==> src/rtl/viterbi_acs_unit.sv <==
// viterbi_acs_unit: add-compare-select stage of a 4-state (K=3, 7/5 octal,
// rate 1/2) hard-decision Viterbi decoder. One received 2-bit symbol per
// cycle produces one registered 4-bit survivor decision vector, the best
// state and its metric, and frame bookkeeping for the traceback stage.
module viterbi_acs_unit #(
    parameter int unsigned PM_W       = 6,
    parameter int unsigned FRAME_SYMS = 8,
    parameter int unsigned INIT_PM    = 16
) (
    input  logic                          i_clk,
    input  logic                          rst_n,
    input  logic [1:0]                    i_sym,
    input  logic                          i_valid,
    input  logic                          i_last,
    output logic [3:0]                    o_dec,
    output logic                          o_dec_valid,
    output logic [$clog2(FRAME_SYMS)-1:0] o_step,
    output logic [1:0]                    o_best_state,
    output logic [PM_W-1:0]               o_best_pm,
    output logic                          o_frame_done,
    output logic                          o_err
);

    localparam int unsigned           STEP_W    = $clog2(FRAME_SYMS);
    localparam logic [PM_W-1:0]       INIT_V    = PM_W'(INIT_PM);
    localparam logic [STEP_W-1:0]     LAST_STEP = STEP_W'(FRAME_SYMS - 1);

    // Hamming distance between the received symbol and the code bits
    // emitted when leaving state s with input bit u.
    function automatic logic [1:0] bmetric(input logic [1:0] sym,
                                           input logic [1:0] s,
                                           input logic       u);
        logic c0;
        logic c1;
        c0 = u ^ s[1] ^ s[0];
        c1 = u ^ s[0];
        return {1'b0, sym[1] ^ c0} + {1'b0, sym[0] ^ c1};
    endfunction

    logic [PM_W-1:0]   r_pm [4];
    logic [STEP_W-1:0] r_step;

    logic [PM_W-1:0]   w_pm_acs [4];
    logic [PM_W-1:0]   w_pm_new [4];
    logic [3:0]        w_dec;
    logic              w_norm;
    logic [1:0]        w_best_state;
    logic [PM_W-1:0]   w_best_pm;
    logic              w_at_last;
    logic              w_frame_end;
    logic              w_err_evt;

    // Next state ns={u,b} is reached from {b,0} or {b,1}; the odd
    // predecessor wins only when strictly better.
    for (genvar g = 0; g < 4; g++) begin : g_acs
        localparam logic [1:0] NS = 2'(g);
        localparam logic [1:0] P0 = {NS[0], 1'b0};
        localparam logic [1:0] P1 = {NS[0], 1'b1};

        logic [PM_W-1:0] w_c0;
        logic [PM_W-1:0] w_c1;

        assign w_c0        = r_pm[P0] + PM_W'(bmetric(i_sym, P0, NS[1]));
        assign w_c1        = r_pm[P1] + PM_W'(bmetric(i_sym, P1, NS[1]));
        assign w_dec[g]    = (w_c1 < w_c0);
        assign w_pm_acs[g] = w_dec[g] ? w_c1 : w_c0;
    end

    // Drop the top metric bit from all states once every state has it set.
    always_comb begin
        w_norm = w_pm_acs[0][PM_W-1] & w_pm_acs[1][PM_W-1] &
                 w_pm_acs[2][PM_W-1] & w_pm_acs[3][PM_W-1];
        for (int unsigned i = 0; i < 4; i++) begin
            w_pm_new[i] = w_pm_acs[i];
            if (w_norm) begin
                w_pm_new[i][PM_W-1] = 1'b0;
            end
        end
    end

    // Minimum new metric; ties keep the lowest state index.
    always_comb begin
        w_best_state = '0;
        w_best_pm    = w_pm_new[0];
        for (int unsigned i = 1; i < 4; i++) begin
            if (w_pm_new[i] < w_best_pm) begin
                w_best_pm    = w_pm_new[i];
                w_best_state = 2'(i);
            end
        end
    end

    // Frame terminates on i_last or on the final step position; a mismatch
    // between the two is an error but the frame still ends normally.
    always_comb begin
        w_at_last   = (r_step == LAST_STEP);
        w_frame_end = i_last | w_at_last;
        w_err_evt   = i_last ^ w_at_last;
    end

    // Metric/step state and registered outputs; idle cycles hold everything.
    always_ff @(posedge i_clk) begin
        if (!rst_n) begin
            r_pm         <= '{'0, INIT_V, INIT_V, INIT_V};
            r_step       <= '0;
            o_dec        <= '0;
            o_dec_valid  <= 1'b0;
            o_step       <= '0;
            o_best_state <= '0;
            o_best_pm    <= '0;
            o_frame_done <= 1'b0;
            o_err        <= 1'b0;
        end else begin
            o_dec_valid  <= i_valid;
            o_frame_done <= i_valid & w_frame_end;
            if (i_valid) begin
                o_dec        <= w_dec;
                o_step       <= r_step;
                o_best_state <= w_best_state;
                o_best_pm    <= w_best_pm;
                if (w_err_evt) begin
                    o_err <= 1'b1;
                end
                if (w_frame_end) begin
                    r_step <= '0;
                    r_pm   <= '{'0, INIT_V, INIT_V, INIT_V};
                end else begin
                    r_step <= r_step + 1'b1;
                    r_pm   <= w_pm_new;
                end
            end
        end
    end

endmodule

==> config.mk <==
export PLATFORM = sky130hd
export DESIGN_NAME = viterbi_acs_unit
export DESIGN_NICKNAME = d
export VERILOG_FILES = /design/src/rtl/viterbi_acs_unit.sv
export SDC_FILE = /design/constraint.sdc
export NUM_CORES = 1
export LEC_CHECK = 0
export CAP_MARGIN = 10
export CORE_MARGIN = 2
export CORE_UTILIZATION = 34
export CTS_BUF_LIST = sky130_fd_sc_hd__clkbuf_4 sky130_fd_sc_hd__clkbuf_8 sky130_fd_sc_hd__clkbuf_16
export CTS_CLUSTER_DIAMETER = 50
export DETAILED_ROUTE_END_ITERATION = 6
export PLACE_DENSITY = 0.62
export SLEW_MARGIN = 20
export SYNTH_ARGS = -nofsm -noshare
export SYNTH_HDL_FRONTEND = slang
export SYNTH_SLANG_ARGS = --single-unit
==> constraint.sdc <==
create_clock -name i_clk -period 7.31 [get_ports i_clk]
set_input_delay 0.731 -clock i_clk [delete_from_list [all_inputs] [get_ports i_clk]]
set_output_delay 0.731 -clock i_clk [all_outputs]
set_load 0.005 [all_outputs]
==> results of run 1 <==
-- synthesized netlist by cell type (all sizes together), types with 3 or more instances --
cell type	instances
a31oi	3
ha	56
xor2	19
nand2	30
or2	3
and3	7
o22ai	6
nand2b	6
o21ai	27
a22oi	14
and2	18
a21boi	4
o311ai	4
a211oi	3
nor2	29
a21o	17
mux2i	19
o21a	3
dfxtp	45
o31ai	4
nand3	8
a21oi	33
mux2	6
clkbuf	12
xnor2	20
nor2b	31
inv	42
o2bb2ai	4
buf	9
-- what timing repair did --
item                       4_1_cts  5_1_grt
setup buffers                   16        7
setup endpoints to repair        8        8
gates resized for setup         36       25
pin swaps                       30       22
-- critical path: cells and delay by family --
family	cells	cell delay, ns
AOI/OAI and AO/OA	20	3.01
xor gates and xnor gates	1	0.15
adders and majority gates	9	2.30
buffers and inverters	6	0.78
muxes	2	0.65
and+or+nand+nor	4	0.30
-- flip-flops by register name, summed over array words and instances, names as in the netlist --
signal and cells:
o_step 3, r_pm 24, o_frame_done 1, o_err 1, o_best_state 2, r_step 3
o_dec 4, o_best_pm 6, o_dec_valid 1
-- metrics by stage --
stage	utilization [%]	cells	power (W)	setup WS [ns]
final	49.4	827	0.00181	-0.406
after global routing	49.4	827	0.00191	-0.708
after CTS	48.0	820	0.00170	-0.492
after detailed placement	44.5	796	0.00129	-1.28
after global placement	44.5	796	0.00127	-0.976
after floorplan	-	516	0.000894	-0.157
-- power by group --
| group | total (W) | switching, W | internal (W) |
|---|---|---|---|
| registers | 0.000291 | 0.0000184 | 0.000272 |
| clock network | 0.000268 | 0.000102 | 0.000166 |
| logic | 0.00125 | 0.000575 | 0.000676 |
-- routing by layer --
metal | wire length [µm] | vias to the layer above | track usage (%)
met1 | 6060 | 2007 | 24.8
met5 | 0 | - | 0
met4 | 422 | 0 | 6.78
met2 | 6240 | 105 | 32.1
li1 | - | 2091 | -
met3 | 546 | 29 | 2.87
-- path summary, 6_finish.rpt --
path / start / to / slack [ns] / cells after the start
worst min register to register: o_err$_SDFFE_PN0P_ / o_err$_SDFFE_PN0P_ / 0.50 / 2
worst max register to register: r_pm[19]$_SDFFE_PN0P_ / o_best_pm[3]$_SDFFE_PN0P_ / 0.11 / 39
worst max-delay path: i_sym[1] / o_best_pm[3]$_SDFFE_PN0P_ / -0.41 / 42
worst min-delay path: o_err$_SDFFE_PN0P_ / o_err$_SDFFE_PN0P_ / 0.50 / 2
-- area by class of cell --
type	count	area, µm²
tap	172	215
fill	1173	6360
clock buffer	6	133
multi-input combinational	407	3540
inverter	43	165
timing repair buffer	152	1220
clock inverter	2	38.8
sequential	45	901
-- kinds of logic after synthesis --
kind of cell             after synthesis
XOR/XNOR                              39
adder cells (fa/ha/maj)               58
buffers and inverters                 64
multiplexers                          25
flip-flops                            45
AO/OA/AOI/OAI                        141
AND/OR/NAND/NOR                      144
==> results.py, run 1 <==
metrics = {
    "timing": {
        "worst_pin_slew_ns": 0.895,
        "finalSetupViolations": 8,
        "post-route-period-util_pct": 106,
        "holdWs_ns": 0.496,
        "final.setup.worst_slack_ns": -0.406,
        "skew_ns": 0.00458,
        "fmax_mhz": 130,
        "min_period_ns": 7.72,
        "drv_slew": 0,
        "rsz0062_at_grt": "true",
        "relSlewSlack_pct": 40.0,
        "fin_tns_setup_ns": -2.72,
        "hold_violations": 0,
    },
    "die": {
        "num_rows": 41,
        "die_area_um2": 13800,
        "io_pins": 24,
        "fp.coreArea_um2": 12600,
        "die_y_um": 117,
        "start_util_pct": 34.7,
        "die_x_um": 117,
    },
    "detailed_routing": {
        "routed_wl_mm": 13.3,
        "dr_total_vias": 4232,
        "firstDrtPassIters": 5,
        "wl_per_cell_um": 16.1,
        "post_drt_via_cell_ratio": 5.12,
        "post-route-drc-count": 0,
        "ant_nets": 0,
        "first_iter_violations": 255,
    },
    "min_path": {
        "min-delay-path-class": "flip-flop to flip-flop",
    },
    "cts": {
        "cts_tree": "yes",
        "cts_root_buffer": "clkbuf_16",
        "clk_pin_slew_ns": 0.07,
        "htree_levels": 2,
        "clk_path_buf_depth": 2,
        "cts-hold-fix-buffers": 0,
        "numCtsBuffers": 5,
        "insertion_delay_ns": 0.29,
        "clkSinkCount": 45,
    },
    "grt": {
        "grt_pass1_vias": 4303,
        "antenna_found_initial": 0,
        "grt_overflow": 0,
        "grt_max_degree": 44,
        "grt_pass1_wl_mm": 21.5,
        "grt_usage_pct": 19.1,
    },
    "power_and_ir_drop": {
        "irDropWorstVdd_mv": 0.252,
        "p_leak_nw": 2.80,
        "power_density_nw_per_um2": 291,
    },
    "layout": {
        "area_delta_synth_final_pct": 42.3,
        "final_common_cell": "buf_4",
        "layout_common_cells": "buf_4, dfxtp_1, ha_1, inv_1, nor2b_1",
        "drive_above_1_share_pct": 33.9,
        "diodes": 0,
        "nets": 716,
        "fin_area_um2": 6210,
    },
    "synth": {
        "synth_mux_area_share_pct": 6.08,
        "mappedNetlistArea_um2": 4370,
        "synth-seq-cells": 45,
        "async_flop_share_pct": 0,
        "synth_top_cell_area_share_pct": 20.6,
        "synth_top_family_by_area": "compound AO/OA/AOI/OAI gates",
        "synth_edf_count": 0,
        "synthTopCellsByArea": "dfxtp_1, ha_1, mux2i_1, nor2b_1, xnor2_1",
        "syn_inst": 516,
        "syn_avg_cell_area_um2": 8.46,
        "ys_seq_area_share_pct": 20.6,
        "syn-num-nets": 578,
        "yosys.area_share.xor_xnor_pct": 7.82,
        "synth_area_leader_cell": "dfxtp_1",
        "synthAdderAreaFrac_pct": 16.6,
        "yosysWarnings": 0,
        "synth.distinct_cells": 73,
        "synth_ff_type": "dfxtp_1",
        "synth_compound_area_share_pct": 25.1,
        "synthSimpleGateAreaFrac_pct": 17.5,
    },
    "worst_setup_path": {
        "crit_arrival_ns": 7.93,
        "crit_path_end_kind": "flip-flop",
        "slowest_stage": "maj3_2",
        "cpMostUsedCell": "a21o_1",
        "cpPeakStageDelay_ns": 0.33,
        "crit_required_ns": 7.52,
        "worst-path-max-fanout": 8,
        "startpoint_type": "primary input",
        "worstSetupPathType": "primary input to flip-flop",
    },
    "placement": {
        "io_buffers": 23,
        "place.gp.congestion": 0.931,
        "dpl_cell_area_um2": 5600,
        "hpwl_mm": 9.81,
    },
    "run_status": {
        "violations": "negative setup slack",
        "status": "complete, but fails checks",
    },
    "job": {
        "drv_cap": 0,
    },
}
Power figures use the tool's default switching activity.
==> run 2, diff against run 1 <==
- CORE_ASPECT_RATIO: not set -> 0.7
- TNS_END_PERCENT: not set -> 5
==> results.py, run 2 (synthesized netlist as in run 1, its figures left out) <==
metrics = {
    "run_status": {
        "status": "complete, but fails checks",
        "violations": "negative setup slack",
    },
    "min_path": {
        "min-delay-path-class": "flip-flop to flip-flop",
        "hold_start": "o_err$_SDFFE_PN0P_",
        "whs_endpoint": "o_err$_SDFFE_PN0P_",
        "whs_path_depth": 2,
    },
    "worst_setup_path": {
        "slowest_stage": "mux2_4",
        "crit_path_end_kind": "flip-flop",
        "worstSetupPathType": "primary input to flip-flop",
        "rr_startpoint": "r_pm[19]$_SDFFE_PN0P_",
        "cpMostUsedCell": "a21o_1",
        "crit_required_ns": 7.48,
        "worst-path-max-fanout": 8,
        "crit_arrival_ns": 7.90,
        "critPathTopFamily": "compound AO/OA/AOI/OAI gates",
        "path_buf_inv": 4,
        "rr_worst_depth": 36,
        "timing.rr.end": "o_best_pm[4]$_SDFFE_PN0P_",
        "startpoint_type": "primary input",
        "r2r_slack_ns": 0.11,
        "cpPeakStageDelay_ns": 0.34,
    },
    "placement": {
        "dpl_cell_area_um2": 5560,
        "place.gp.congestion": 0.949,
        "hpwl_mm": 10.2,
        "place_ws_ns": -1.29,
        "io_buffers": 23,
    },
    "grt": {
        "antenna_found_initial": 0,
        "grt_pass1_vias": 4162,
        "grt_pass1_wl_mm": 21.4,
        "grt_overflow": 0,
        "grt_max_degree": 45,
        "grt_usage_pct": 19.4,
    },
    "detailed_routing": {
        "wl_per_cell_um": 16.4,
        "ant_nets": 0,
        "routed_wl_mm": 13.2,
        "first_iter_violations": 296,
        "firstDrtPassIters": 5,
        "post_drt_via_cell_ratio": 5.25,
        "dr_total_vias": 4213,
        "post-route-drc-count": 0,
    },
    "cts": {
        "cts_root_buffer": "clkbuf_16",
        "htree_levels": 2,
        "numCtsBuffers": 5,
        "clkSinkCount": 45,
        "cts-hold-fix-buffers": 0,
        "clk_pin_slew_ns": 0.07,
        "clk_path_buf_depth": 2,
        "cts_tree": "yes",
        "insertion_delay_ns": 0.30,
    },
    "layout": {
        "diodes": 0,
        "top_register": "r_pm",
        "final_common_cell": "buf_4",
        "top_regs": "r_pm x24, o_best_pm x6, o_dec x4",
        "nets": 701,
        "layout_common_cells": "buf_4, ha_1, dfxtp_1, inv_1, nor2b_1",
        "drive_above_1_share_pct": 29.1,
        "area_delta_synth_final_pct": 35.3,
        "largest_register_ffs": 24,
        "fin_area_um2": 5900,
    },
    "die": {
        "die_y_um": 98.8,
        "die_x_um": 139,
        "num_rows": 34,
        "fp.coreArea_um2": 12500,
        "io_pins": 24,
        "die_area_um2": 13800,
        "start_util_pct": 35.0,
    },
    "timing": {
        "finalSetupViolations": 8,
        "hold_violations": 0,
        "holdWs_ns": 0.503,
        "drv_slew": 0,
        "rsz0062_at_grt": "true",
        "skew_ns": 0.00713,
        "post-route-period-util_pct": 106,
        "final.setup.worst_slack_ns": -0.420,
        "worst_pin_slew_ns": 0.899,
        "fmax_mhz": 129,
        "relSlewSlack_pct": 39.7,
        "min_period_ns": 7.73,
    },
    "power_and_ir_drop": {
        "irDropWorstVdd_mv": 0.167,
        "p_leak_nw": 2.69,
        "power_density_nw_per_um2": 280,
    },
    "job": {
        "drv_cap": 0,
    },
}
==> run 2: changes by cell type in the layout (fill, tap and decap cells not counted), sizes merged <==
| cell | before | now |
|---|---|---|
| inv | 41 | 42 |
| buf | 131 | 116 |
| bufinv | 1 | 0 |
| clkinv | 2 | 1 |
| clkbuf | 6 | 7 |
==> run 2: cell type report <==
| cell class | instances | area, µm² |
|---|---|---|
| multi-input cells | 407 | 3370 |
| repair buffers | 137 | 1100 |
| clock buffers | 7 | 153 |
| well taps | 162 | 203 |
| fillers | 1198 | 6560 |
| inverters | 43 | 165 |
| flip-flops and latches | 45 | 901 |
| clock inverters | 1 | 8.76 |
==> run 2: metal layers <==
| layer | part of all wire, % | vias up | GRT usage, % |
|---|---|---|---|
| met5 | 0 | - | 0 |
| met4 | 0.76 | 0 | 3.50 |
| met3 | 6.8 | 12 | 3.50 |
| met2 | 41 | 144 | 28.9 |
| met1 | 51 | 1994 | 29.2 |
| li1 | - | 2063 | - |
==> run 2: worst register-to-register path, delay by kind of cell, from the launching register on <==
kind	cells	cell delay, ns
and+or+nand+nor	4	0.30
muxes	3	0.92
buffers and inverters	2	0.24
DFF	1	0.34
adders and majority gates	7	1.94
xor gates and xnor gates	2	0.38
AOI/OAI and AO/OA	18	2.99
==> run 2: repair_timing <==
item	CTS	global route
gates resized for setup	24	8
setup buffers	7	5
endpoints found under the setup margin	8	8
pin swaps	22	18
==> run 2: worst max-delay path by stage <==
stage,cells after the start,end,slack [ns],start
after floorplan,37,o_best_pm[5]$_SDFFE_PN0P_,-0.16,i_sym[1]
after global placement,37,o_best_pm[4]$_SDFFE_PN0P_,-1.12,i_sym[1]
after detailed placement,36,o_best_pm[3]$_SDFFE_PN0P_,-1.29,i_sym[1]
after CTS,39,o_best_pm[3]$_SDFFE_PN0P_,-0.50,i_sym[1]
after global routing,39,o_best_pm[4]$_SDFFE_PN0P_,-0.70,i_sym[1]
final,39,o_best_pm[4]$_SDFFE_PN0P_,-0.42,i_sym[1]
==> run 2: where the power goes <==
part	internal [W]	switching (W)
clock network	0.000147	0.000104
registers	0.000272	0.0000180
logic	0.000589	0.000526
==> run 2: metrics by stage <==
stage / util, % / total power (W) / setup TNS [ns] / instances
floorplan: - / 0.000894 / -1.03 / 516
global placement: 44.6 / 0.00125 / -8.28 / 782
detailed placement: 44.6 / 0.00127 / -9.71 / 782
CTS: 46.8 / 0.00159 / -3.27 / 797
global route: 47.4 / 0.00176 / -5.08 / 802
finish: 47.4 / 0.00166 / -2.76 / 802
==> run 3, diff against run 2 <==
- CAP_MARGIN: 10 -> 20
- CTS_CLUSTER_SIZE: not set -> 30
==> results of run 3 <==
Same layout as run 2: the final DEF is identical, and so are final timing and power.
==> edit (settings of run 2) <==
Set the parameter `FRAME_SYMS` to 16 (it was 8).
--- a/src/rtl/viterbi_acs_unit.sv
+++ b/src/rtl/viterbi_acs_unit.sv
@@ -6,3 +6,3 @@
     parameter int unsigned PM_W       = 6,
-    parameter int unsigned FRAME_SYMS = 8,
+    parameter int unsigned FRAME_SYMS = 16,
     parameter int unsigned INIT_PM    = 16
Ports: changed (resized o_step); port bits go from 24 to 25. No check against the original RTL was run, so the function may have changed too.
==> edit against run 2 <==
The run still ends with negative setup slack left; worst hold slack improved by 0.0020 ns; synthesized cell count fell by 1.4%; die area fell by 3.2%; area after synthesis fell by 3.3%; combinational power fell by 10%; power fell by 7.7%; wire length rose by 1.6%; sequential power rose by 2%; sequential cell count rose by 2; non-clock buffer count rose by 18; count of clock-buffer cells in the layout fell by 2; cell area rose by 3.3%; worst setup slack improved by 0.071 ns; critical path type unchanged; highest routed layer unchanged.
==> edit: results <==
set metrics [dict create \
    gp_congestion 0.914 \
    failed_checks "negative setup slack" \
    nFillCells 1151 \
    grtUsageMet3_pct 4.17 \
    seq_area_frac_synth_pct 22.3 \
    synthAdderAreaFrac_pct 16.8 \
    pre_cts_slack_ns -1.31 \
    crit_fanout 8 \
    synthTopCellsByArea "dfxtp_1, ha_1, mux2i_1, nor2b_1, xnor2_1" \
    place.port_buffers 24 \
    p_int_w 0.000940 \
    ctsHoldBuffers 0 \
    worstPathArrival_ns 7.84 \
    reg_top3 "r_pm: 24 flops, o_best_pm: 6 flops" \
    synth_compound_area_share_pct 22.6 \
    critical_path.slowest_cell "mux2_4" \
    cts_root_buffer "clkbuf_16" \
    clock_latency_ns 0.29 \
    cts_buffers 5 \
    status "complete, but fails checks" \
    first_global_vias 3986 \
    finClkSkew_ns 0.00295 \
    slew_headroom_pct 30.9 \
    fin_tns_setup_ns -2.49 \
    fin_nets 710 \
    htree_levels 2 \
    antenna_cells 0 \
    synth-xor-area-share_pct 7.88 \
    ir_worst_vdd_mv 0.341 \
    antenna_found_initial 0 \
    synth-async-reset-ratio_pct 0 \
    grt_usage_pct 19.8 \
    worst_path_largest_cell_delay_ns 0.36 \
    num_vias 4233 \
    use_met2_pct 29.4 \
    drtIter0Drc 190 \
    grt_pass1_wl_mm 20.8 \
    setup_ws_ns -0.349 \
    setup_viol 8 \
    grt_util_met1_pct 30.1 \
    drive_above_1_share_pct 32.5 \
    cp_top_family "compound AO/OA/AOI/OAI gates" \
    wire_per_inst_um 16.5 \
    power_leakage_nw 2.72 \
    synth_nets 570 \
    synthMuxAreaShare_pct 6.52 \
    grt_max_degree 47 \
    synth_warnings 0 \
    dpl.hpwl_mm 9.84 \
    ys_types 64 \
    min_path_type "flop to flop" \
    synth_commonest_cells "ha_1, dfxtp_1, nand2_1" \
    dpl_cell_area_sq_mm 0.00543 \
    clk_pin_slew_ns 0.07 \
]
-- edit: worst reg2reg max path, delay by kind of cell (launching register included) --
| kind | cells | cell delay (ns) |
|---|---|---|
| XOR/XNOR | 2 | 0.33 |
| adder cells (fa/ha/maj) | 7 | 1.86 |
| AO/OA/AOI/OAI | 19 | 3.13 |
| multiplexers | 2 | 0.67 |
| AND/OR/NAND/NOR | 4 | 0.48 |
| flip-flops | 1 | 0.34 |
| buffers and inverters | 2 | 0.22 |
-- edit: cells by family (layout without fill, tap and decap cells) --
group | Yosys count | count (layout)
AOI/OAI and AO/OA | 133 | 133
adders and majority gates | 57 | 57
DFF | 47 | 47
xor gates and xnor gates | 38 | 38
muxes | 27 | 27
and+or+nand+nor | 148 | 148
buffers and inverters | 59 | 200
-- edit: power by group through the flow --
stage	Combinational [W]	Clock, W	Sequential [W]
floorplan	0.000463	0	0.000297
global placement	0.000799	0	0.000299
detailed placement	0.000819	0	0.000301
CTS	0.000921	0.000243	0.000295
global route	0.00106	0.000254	0.000298
finish	0.000995	0.000238	0.000295
-- edit: what timing repair did --
| item | in CTS | in global routing |
|---|---|---|
| gates cloned | 0 | 0 |
| setup buffers | 21 | 9 |
| endpoints found under the setup margin | 8 | 8 |
| pin swaps | 32 | 29 |
| gates resized for setup | 42 | 21 |
-- edit: path summary, 6_finish.rpt --
| check | from | to | slack, ns | cells past startpoint |
|---|---|---|---|---|
| setup / recovery | i_sym[1] | o_best_pm[0]$_SDFFE_PN0P_ | -0.35 | 39 |
| hold / removal | o_err$_SDFFE_PN0P_ | o_err$_SDFFE_PN0P_ | 0.50 | 2 |
| setup reg to reg | r_pm[19]$_SDFFE_PN0P_ | o_best_pm[0]$_SDFFE_PN0P_ | 0.17 | 36 |
| hold reg to reg | o_err$_SDFFE_PN0P_ | o_err$_SDFFE_PN0P_ | 0.50 | 2 |
-- edit: final cells by class --
cell class                 instances  area [sq um]  area share [%]
inverter                          37           145            2.38
clock inverter                     3          22.5           0.369
clock buffer                       5           125            2.05
sequential                        47           941            15.4
timing repair buffer             155          1240            20.3
tap                              162           203            3.32
multi-input combinational        403          3420            56.1
-- edit: metrics by stage --
step                      hold slack, ns  instances
after global placement             0.479        774
after floorplan                    0.480        509
after detailed placement           0.491        774
final                              0.505        812
after global routing               0.541        812
after CTS                          0.516        803
-- edit: layer usage --
metal | part of all wire [%] | wire [um]
met5 | 0 | 0
met2 | 43 | 5780
met4 | 0.55 | 74
met3 | 6.7 | 897
met1 | 50 | 6630
